$ cat config.mk
export PLATFORM = sky130hd
export DESIGN_NAME = hamming_uart_rx_ctrl_flat
export DESIGN_NICKNAME = d
export VERILOG_FILES = /design/src/rtl/hamming_uart_rx_ctrl_if.sv /design/src/rtl/hamming_uart_rx_ctrl.sv /design/src/flat_wrapper.sv
export SDC_FILE = /design/constraint.sdc
export NUM_CORES = 1
export LEC_CHECK = 0
export CAP_MARGIN = 40
export CORE_UTILIZATION = 45
export CTS_CLUSTER_SIZE = 28
export DETAILED_ROUTE_END_ITERATION = 12
export SYNTH_ARGS = -nofsm -noshare
export SYNTH_HDL_FRONTEND = slang
export SYNTH_SLANG_ARGS = --single-unit
$ cat constraint.sdc
create_clock -name clk_i -period 3.2 [get_ports clk_i]
set_input_delay 0.64 -clock clk_i [delete_from_list [all_inputs] [get_ports clk_i]]
set_output_delay 0.64 -clock clk_i [all_outputs]
set_load 0.01 [all_outputs]
$ cat src/rtl/hamming_uart_rx_ctrl_if.sv
// Serial input and decoded-output bundle for the Hamming UART receiver.
// The slave modport is the receiver; the master modport drives rx_i and observes the results.
interface hamming_uart_rx_ctrl_if;
  logic       rx_i;
  logic [7:0] data_o;
  logic       valid_o;
  logic       corrected_o;
  logic       double_err_o;
  logic       frame_err_o;

  modport master (
    output rx_i,
    input  data_o,
    input  valid_o,
    input  corrected_o,
    input  double_err_o,
    input  frame_err_o
  );

  modport slave (
    input  rx_i,
    output data_o,
    output valid_o,
    output corrected_o,
    output double_err_o,
    output frame_err_o
  );
endinterface

$ cat src/rtl/hamming_uart_rx_ctrl.sv
// 8N1 UART receiver that pairs bytes (high first) into SECDED(8,4)-coded nibbles
// and presents the corrected byte with corrected/double-error/frame-error status.
module hamming_uart_rx_ctrl #(
  parameter int unsigned FREQUENCY    = 32'd50_000_000,
  parameter int unsigned SPEED        = 32'd9600,
  parameter int unsigned TIMEOUT_BITS = 20
) (
  input logic                         clk_i,
  input logic                         reset_n,
  hamming_uart_rx_ctrl_if.slave       bus
);

  localparam int unsigned DIVIDER     = FREQUENCY / SPEED;
  localparam int unsigned CNT_W       = $clog2(DIVIDER + 1);
  localparam int unsigned DIV_LAST    = (DIVIDER > 0) ? DIVIDER - 1 : 0;
  localparam int unsigned HALF_LAST   = (DIVIDER / 2 > 0) ? DIVIDER / 2 - 1 : 0;
  localparam int unsigned TIMEOUT_CYC = TIMEOUT_BITS * DIVIDER;
  localparam int unsigned TO_W        = $clog2(TIMEOUT_CYC + 1);
  localparam int unsigned TO_LAST     = (TIMEOUT_CYC > 0) ? TIMEOUT_CYC - 1 : 0;

  typedef enum logic [2:0] {StIdle, StStart, StData, StStop, StWait} state_e;

  // Returns {corrected, double_err, nibble}; the nibble stays raw on a double error.
  function automatic logic [5:0] decode(input logic [7:0] b);
    logic [2:0] s;
    logic       p;
    logic [7:0] c;
    logic       corr;
    logic       dbl;
    s[0] = b[0] ^ b[2] ^ b[4] ^ b[6];
    s[1] = b[1] ^ b[2] ^ b[5] ^ b[6];
    s[2] = b[3] ^ b[4] ^ b[5] ^ b[6];
    p    = ^b;
    c    = b;
    corr = 1'b0;
    dbl  = 1'b0;
    if (s != 3'd0 && p) begin
      c[s - 3'd1] = ~c[s - 3'd1];
      corr        = 1'b1;
    end else if (s == 3'd0 && p) begin
      corr = 1'b1;
    end else if (s != 3'd0 && !p) begin
      dbl = 1'b1;
    end
    return {corr, dbl, c[6], c[5], c[4], c[2]};
  endfunction

  logic [2:0]       r_sync;
  state_e           r_state;
  state_e           w_state_next;
  logic [CNT_W-1:0] r_cnt;
  logic [2:0]       r_bit_idx;
  logic [7:0]       r_shift;
  logic             r_paired;
  logic [7:0]       r_hi_byte;
  logic [7:0]       r_lo_byte;
  logic [TO_W-1:0]  r_tcnt;
  logic             r_dec_go;
  logic [7:0]       r_data;
  logic             r_valid;
  logic             r_corr;
  logic             r_dbl;
  logic             r_frame_err;

  logic             w_rx;
  logic             w_fall;
  logic             w_half_done;
  logic             w_bit_done;
  logic             w_cnt_clr;
  logic             w_shift_en;
  logic             w_byte_ok;
  logic             w_stop_bad;
  logic             w_start_edge;
  logic             w_timeout;
  logic [5:0]       w_dec_hi;
  logic [5:0]       w_dec_lo;

  // r_sync[1] is the synchronised line; r_sync[2] is its previous value for edge detection.
  assign w_rx        = r_sync[1];
  assign w_fall      = r_sync[2] & ~r_sync[1];
  assign w_half_done = (r_cnt == CNT_W'(HALF_LAST));
  assign w_bit_done  = (r_cnt == CNT_W'(DIV_LAST));

  always_ff @(posedge clk_i or negedge reset_n) begin
    if (!reset_n) begin
      r_sync  <= 3'b111;
      r_state <= StIdle;
    end else begin
      r_sync  <= {r_sync[1:0], bus.rx_i};
      r_state <= w_state_next;
    end
  end

  always_comb begin
    w_state_next = r_state;
    case (r_state)
      StIdle:  if (w_fall) w_state_next = StStart;
      StStart: if (w_half_done) w_state_next = w_rx ? StIdle : StData;
      StData:  if (w_bit_done && r_bit_idx == 3'd7) w_state_next = StStop;
      StStop:  if (w_bit_done) w_state_next = w_rx ? StIdle : StWait;
      StWait:  if (w_rx) w_state_next = StIdle;
      default: w_state_next = StIdle;
    endcase
  end

  always_comb begin
    w_cnt_clr    = 1'b1;
    w_shift_en   = 1'b0;
    w_byte_ok    = 1'b0;
    w_stop_bad   = 1'b0;
    w_start_edge = 1'b0;
    case (r_state)
      StIdle:  w_start_edge = w_fall;
      StStart: w_cnt_clr = w_half_done;
      StData: begin
        w_cnt_clr  = w_bit_done;
        w_shift_en = w_bit_done;
      end
      StStop: begin
        w_cnt_clr  = w_bit_done;
        w_byte_ok  = w_bit_done & w_rx;
        w_stop_bad = w_bit_done & ~w_rx;
      end
      default: w_cnt_clr = 1'b1;
    endcase
  end

  always_ff @(posedge clk_i or negedge reset_n) begin
    if (!reset_n) begin
      r_cnt     <= '0;
      r_bit_idx <= '0;
      r_shift   <= '0;
    end else begin
      r_cnt <= w_cnt_clr ? '0 : r_cnt + 1'b1;
      if (r_state != StData) begin
        r_bit_idx <= '0;
      end else if (w_shift_en) begin
        r_bit_idx <= r_bit_idx + 3'd1;
      end
      if (w_shift_en) begin
        r_shift <= {w_rx, r_shift[7:1]};
      end
    end
  end

  // A start edge landing on the expiry cycle wins over the timeout.
  assign w_timeout = r_paired && (r_state == StIdle) && !w_fall && (r_tcnt == TO_W'(TO_LAST));

  always_ff @(posedge clk_i or negedge reset_n) begin
    if (!reset_n) begin
      r_paired  <= 1'b0;
      r_hi_byte <= '0;
      r_lo_byte <= '0;
      r_tcnt    <= '0;
      r_dec_go  <= 1'b0;
    end else begin
      r_dec_go <= 1'b0;
      if (w_stop_bad || w_timeout) begin
        r_paired <= 1'b0;
      end else if (w_byte_ok) begin
        if (r_paired) begin
          r_lo_byte <= r_shift;
          r_dec_go  <= 1'b1;
          r_paired  <= 1'b0;
        end else begin
          r_hi_byte <= r_shift;
          r_paired  <= 1'b1;
        end
      end
      if (!r_paired || w_start_edge || r_state != StIdle) begin
        r_tcnt <= '0;
      end else begin
        r_tcnt <= r_tcnt + 1'b1;
      end
    end
  end

  assign w_dec_hi = decode(r_hi_byte);
  assign w_dec_lo = decode(r_lo_byte);

  always_ff @(posedge clk_i or negedge reset_n) begin
    if (!reset_n) begin
      r_data      <= '0;
      r_valid     <= 1'b0;
      r_corr      <= 1'b0;
      r_dbl       <= 1'b0;
      r_frame_err <= 1'b0;
    end else begin
      r_valid     <= r_dec_go;
      r_frame_err <= w_stop_bad | w_timeout;
      if (r_dec_go) begin
        r_data <= {w_dec_hi[3:0], w_dec_lo[3:0]};
        r_corr <= w_dec_hi[5] | w_dec_lo[5];
        r_dbl  <= w_dec_hi[4] | w_dec_lo[4];
      end
    end
  end

  assign bus.data_o       = r_data;
  assign bus.valid_o      = r_valid;
  assign bus.corrected_o  = r_corr;
  assign bus.double_err_o = r_dbl;
  assign bus.frame_err_o  = r_frame_err;

endmodule
$ cat src/flat_wrapper.sv
// flat-port wrapper written by rule: the top's interface ports become plain ports
module hamming_uart_rx_ctrl_flat 
#(
  parameter int unsigned FREQUENCY    = 32'd50_000_000,
  parameter int unsigned SPEED        = 32'd9600,
  parameter int unsigned TIMEOUT_BITS = 20
)
  (clk_i, reset_n, bus_rx_i, bus_data_o, bus_valid_o, bus_corrected_o, bus_double_err_o, bus_frame_err_o);
  hamming_uart_rx_ctrl_if bus_i ();
  input logic clk_i;
  input logic reset_n;
  input wire logic [$bits(bus_i.rx_i)-1:0] bus_rx_i;
  output wire logic [$bits(bus_i.data_o)-1:0] bus_data_o;
  output wire logic [$bits(bus_i.valid_o)-1:0] bus_valid_o;
  output wire logic [$bits(bus_i.corrected_o)-1:0] bus_corrected_o;
  output wire logic [$bits(bus_i.double_err_o)-1:0] bus_double_err_o;
  output wire logic [$bits(bus_i.frame_err_o)-1:0] bus_frame_err_o;
  assign bus_i.rx_i = bus_rx_i;
  assign bus_data_o = bus_i.data_o;
  assign bus_valid_o = bus_i.valid_o;
  assign bus_corrected_o = bus_i.corrected_o;
  assign bus_double_err_o = bus_i.double_err_o;
  assign bus_frame_err_o = bus_i.frame_err_o;
  hamming_uart_rx_ctrl #(.FREQUENCY(FREQUENCY), .SPEED(SPEED), .TIMEOUT_BITS(TIMEOUT_BITS)) u_core (.clk_i(clk_i), .reset_n(reset_n), .bus(bus_i));
endmodule
==> flow_summary_export.csv <==
group,metric,value,unit
finish,area_growth,10.73,%
logic_synthesis,ys_ff_latch,77,
detailed_routing,drt_iter0_drc,95,
sta,tightest_slew,747.7,ps
floorplan,initial_utilization,0.4714,
floorplan,die-area,9614,sq um
sta,fin_skew,9.186,ps
setup_path,reg2reg_slack,470,ps
detailed_routing,drc,5,
global_routing,track_usage,0.1747,
sta,fin_crit,2728,ps
logic_synthesis,yosysSeqAreaShare,0.4650,
logic_synthesis,synth_top_area_frac,0.4461,
sta,rsz0062_at_grt,"false",
placed_design,gp_congestion,0.7406,
setup_path,crit_path_start_kind,"flop",
detailed_routing,routedWlPerCell,14.33,um
setup_path,worstSetupEndpointType,"flop",
finish,ff_latch_area,1931,sq um
setup_path,critPathMaxFanout,10,
power_and_ir_drop,p_leak,1.898,nW
floorplan,die_y,98.05,um
sta,hold_ws,189.3,ps
finish,antennaDiodeCount,0,
detailed_routing,drtAntennaViolNets,0,
clock_network,clk_pin_slew,80,ps
run,cap_violations,0,
logic_synthesis,synth_most_common_cell,"dfrtp_1",
detailed_routing,vias,2887,
global_routing,grt_start_max_net_pins,54,
setup_path,crit_arrival,2970,ps
logic_synthesis,yosysWarnings,0,
floorplan,core,8806,sq um
setup_path,worst_r2r_startpoint,"u_core.r_hi_byte[6]$_DFFE_PN0P_",
placed_design,portBuffers,14,
clock_network,ctsHtreeMaxLevel,3,
placed_design,place_ws,478.0,ps
clock_network,hold_buffers,0,
logic_synthesis,synth-edff-count,0,
detailed_routing,drt-total-wl,7564,um
setup_path,criticalPathCategory,"reg2reg",
sta,setup_viol,0,
detailed_routing,first_pass_iters,8,
logic_synthesis,ys_top_cells_by_area,"dfrtp_1, xnor2_1, nor2_1",
global_routing,grt_antenna_before_repair,0,
clock_network,clock_latency,350,ps
sta,worst_slack,471.8,ps
clock_network,cts_inserted_buffers,9,
power_and_ir_drop,max-vdd-ir-drop,0.0004321,V
setup_path,r2r-end,"u_core.bus.data_o[5]$_DFFE_PN0P_",
outcome,status,"complete, but fails checks",
logic_synthesis,avgSynthCellArea,10.30,sq um
power_and_ir_drop,pwr_density_cell,417.9,nW/um^2
clock_network,root_buffer,"clkbuf_8",
logic_synthesis,ys.flop_type,"dfrtp_1",
detailed_routing,drt-vias-per-instance,5.468,
sta,fmax,366.5,MHz
finish,final_nets,424,
floorplan,pin_count,15,
clock_network,clockBufferDepth,2,
global_routing,grt_pass1_vias,2862,
clock_network,clock-sinks,77,
finish,multiInputGateArea,2121,sq um
logic_synthesis,async_flop_share,1.000,
placed_design,dp_hpwl,5284,um
finish,fillCellCount,793,
sta,finalHoldViolations,0,
logic_synthesis,netlist_area,4151,sq um
outcome,violations,"design-rule violations",
setup_path,critical_path_required,3440,ps
floorplan,rows,34,
logic_synthesis,synthCells,403,
hold_path,hold_path.class,"in2async",
setup_path,r2r_cells,8,
floorplan,die_x,98.05,um
sta,maxSlewViolCount,0,
global_routing,grt_pass1_wl,13390,um
logic_synthesis,yosysTopAreaCell,"dfrtp_1",
sta,finalCritPeriodShare,0.8525,
logic_synthesis,syn_nets,412,
sta,slew-limit-headroom,0.5015,
logic_synthesis,synth_cell_types,61,
finish,drive_above_1_share,0.1214,
logic_synthesis,ys_top_cells_by_count,"dfrtp_1, nor2_1, nand2_1",
sta,tns,0,ps
clock_network,post-cts-setup-buffers,0,
clock_network,cts_resized,0,
global_routing,grt-ovfl-total,0,
clock_network,tritoncts,"done",
-- report_power, final --
part	total [W]	internal, W	switching [W]
clock network	0.000743	0.000379	0.000364
registers	0.00105	0.00101	0.0000414
logic	0.000129	0.0000529	0.0000761
total	0.00192	0.00144	0.000482
-- area by class of cell --
cell class              count  share of cell area
flip-flops and latches     77              0.4200
clock buffers              10             0.02994
inverters                   8            0.006532
multi-input cells         302              0.4613
clock inverters             6             0.01361
repair buffers             17             0.03919
well taps                 108             0.02940
-- cells by family after synthesis --
kind of cell             Yosys count  share of synthesized area
AO/OA/AOI/OAI                     53                    0.08831
XOR/XNOR                          50                     0.1127
adder cells (fa/ha/maj)            6                    0.01808
buffers and inverters             24                    0.02411
flip-flops                        77                     0.4650
multiplexers                      28                    0.08198
AND/OR/NAND/NOR                  165                     0.2098
-- cell usage in the layout, fill, tap and decap left out, types with 3 or more instances in the layout --
cell,count
inv_1,8
o21ai_0,11
nor3_1,8
or3_1,4
nand4_1,4
nor4b_1,4
nand2b_1,8
nor2b_1,3
dfstp_2,3
xor2_1,21
and3_1,3
xnor2_1,25
buf_4,3
mux2_1,8
mux2_2,8
ha_1,6
clkinvlp_4,3
nand2_1,28
mux2i_1,4
nand3b_1,5
clkbuf_8,10
clkdlybuf4s50_1,13
a41o_1,3
dfrtp_1,74
or4_1,4
o22ai_1,3
a21oi_1,11
o2bb2ai_1,3
nand3_1,18
xnor2_2,3
mux2_4,8
nor4_1,4
nor2_1,54
-- worst max-delay path by stage --
stage	start	endpoint	slack, ps	cells past startpoint
detailed placement	u_core.r_hi_byte[6]$_DFFE_PN0P_	u_core.bus.data_o[5]$_DFFE_PN0P_	480	8
global placement	u_core.r_hi_byte[6]$_DFFE_PN0P_	u_core.bus.data_o[5]$_DFFE_PN0P_	550	8
CTS	u_core.r_hi_byte[6]$_DFFE_PN0P_	u_core.bus.data_o[5]$_DFFE_PN0P_	460	8
finish	u_core.r_hi_byte[6]$_DFFE_PN0P_	u_core.bus.data_o[5]$_DFFE_PN0P_	470	8
global route	u_core.r_hi_byte[2]$_DFFE_PN0P_	u_core.bus.data_o[5]$_DFFE_PN0P_	230	8
floorplan	u_core.r_hi_byte[6]$_DFFE_PN0P_	u_core.bus.data_o[5]$_DFFE_PN0P_	680	9
-- flip-flops by register name, summed over array words and instances (netlist names), 3 cells and up --
name / flops
u_core.r_tcnt: 17
u_core.r_state: 3
u_core.r_lo_byte: 8
u_core.r_shift: 8
u_core.r_sync: 3
u_core.r_bit_idx: 3
u_core.r_cnt: 13
u_core.bus.data_o: 8
u_core.r_hi_byte: 8
-- stage by stage --
step,total power [W],area (sq um),cells,utilization
after global routing,0.002016,4597,528,0.5220
final,0.001921,4597,528,0.5220
after detailed placement,0.001201,4397,512,0.4993
after global placement,0.001190,4369,511,0.4962
after CTS,0.001960,4597,528,0.5220
after floorplan,0.001151,4151,403,-
-- critical path: stages, from the launching register on --
cell and delay [ps]:
dfrtp_1 520, xnor2_2 330, xor2_2 420, nor2_1 130, ha_1 340, or4b_1 460, nor2_1 140, o2bb2ai_1 80
a41o_1 200
-- layer usage --
metal	wire length, um	up-vias	GRT usage	part of all wire
met3	187	7	0.04510	0.025
met1	3567	1398	0.2214	0.47
li1	-	1446	-	-
met4	80	0	0.04895	0.011
met5	0	-	0	0
met2	3729	36	0.2952	0.49
(Power assumes the default switching activity.)
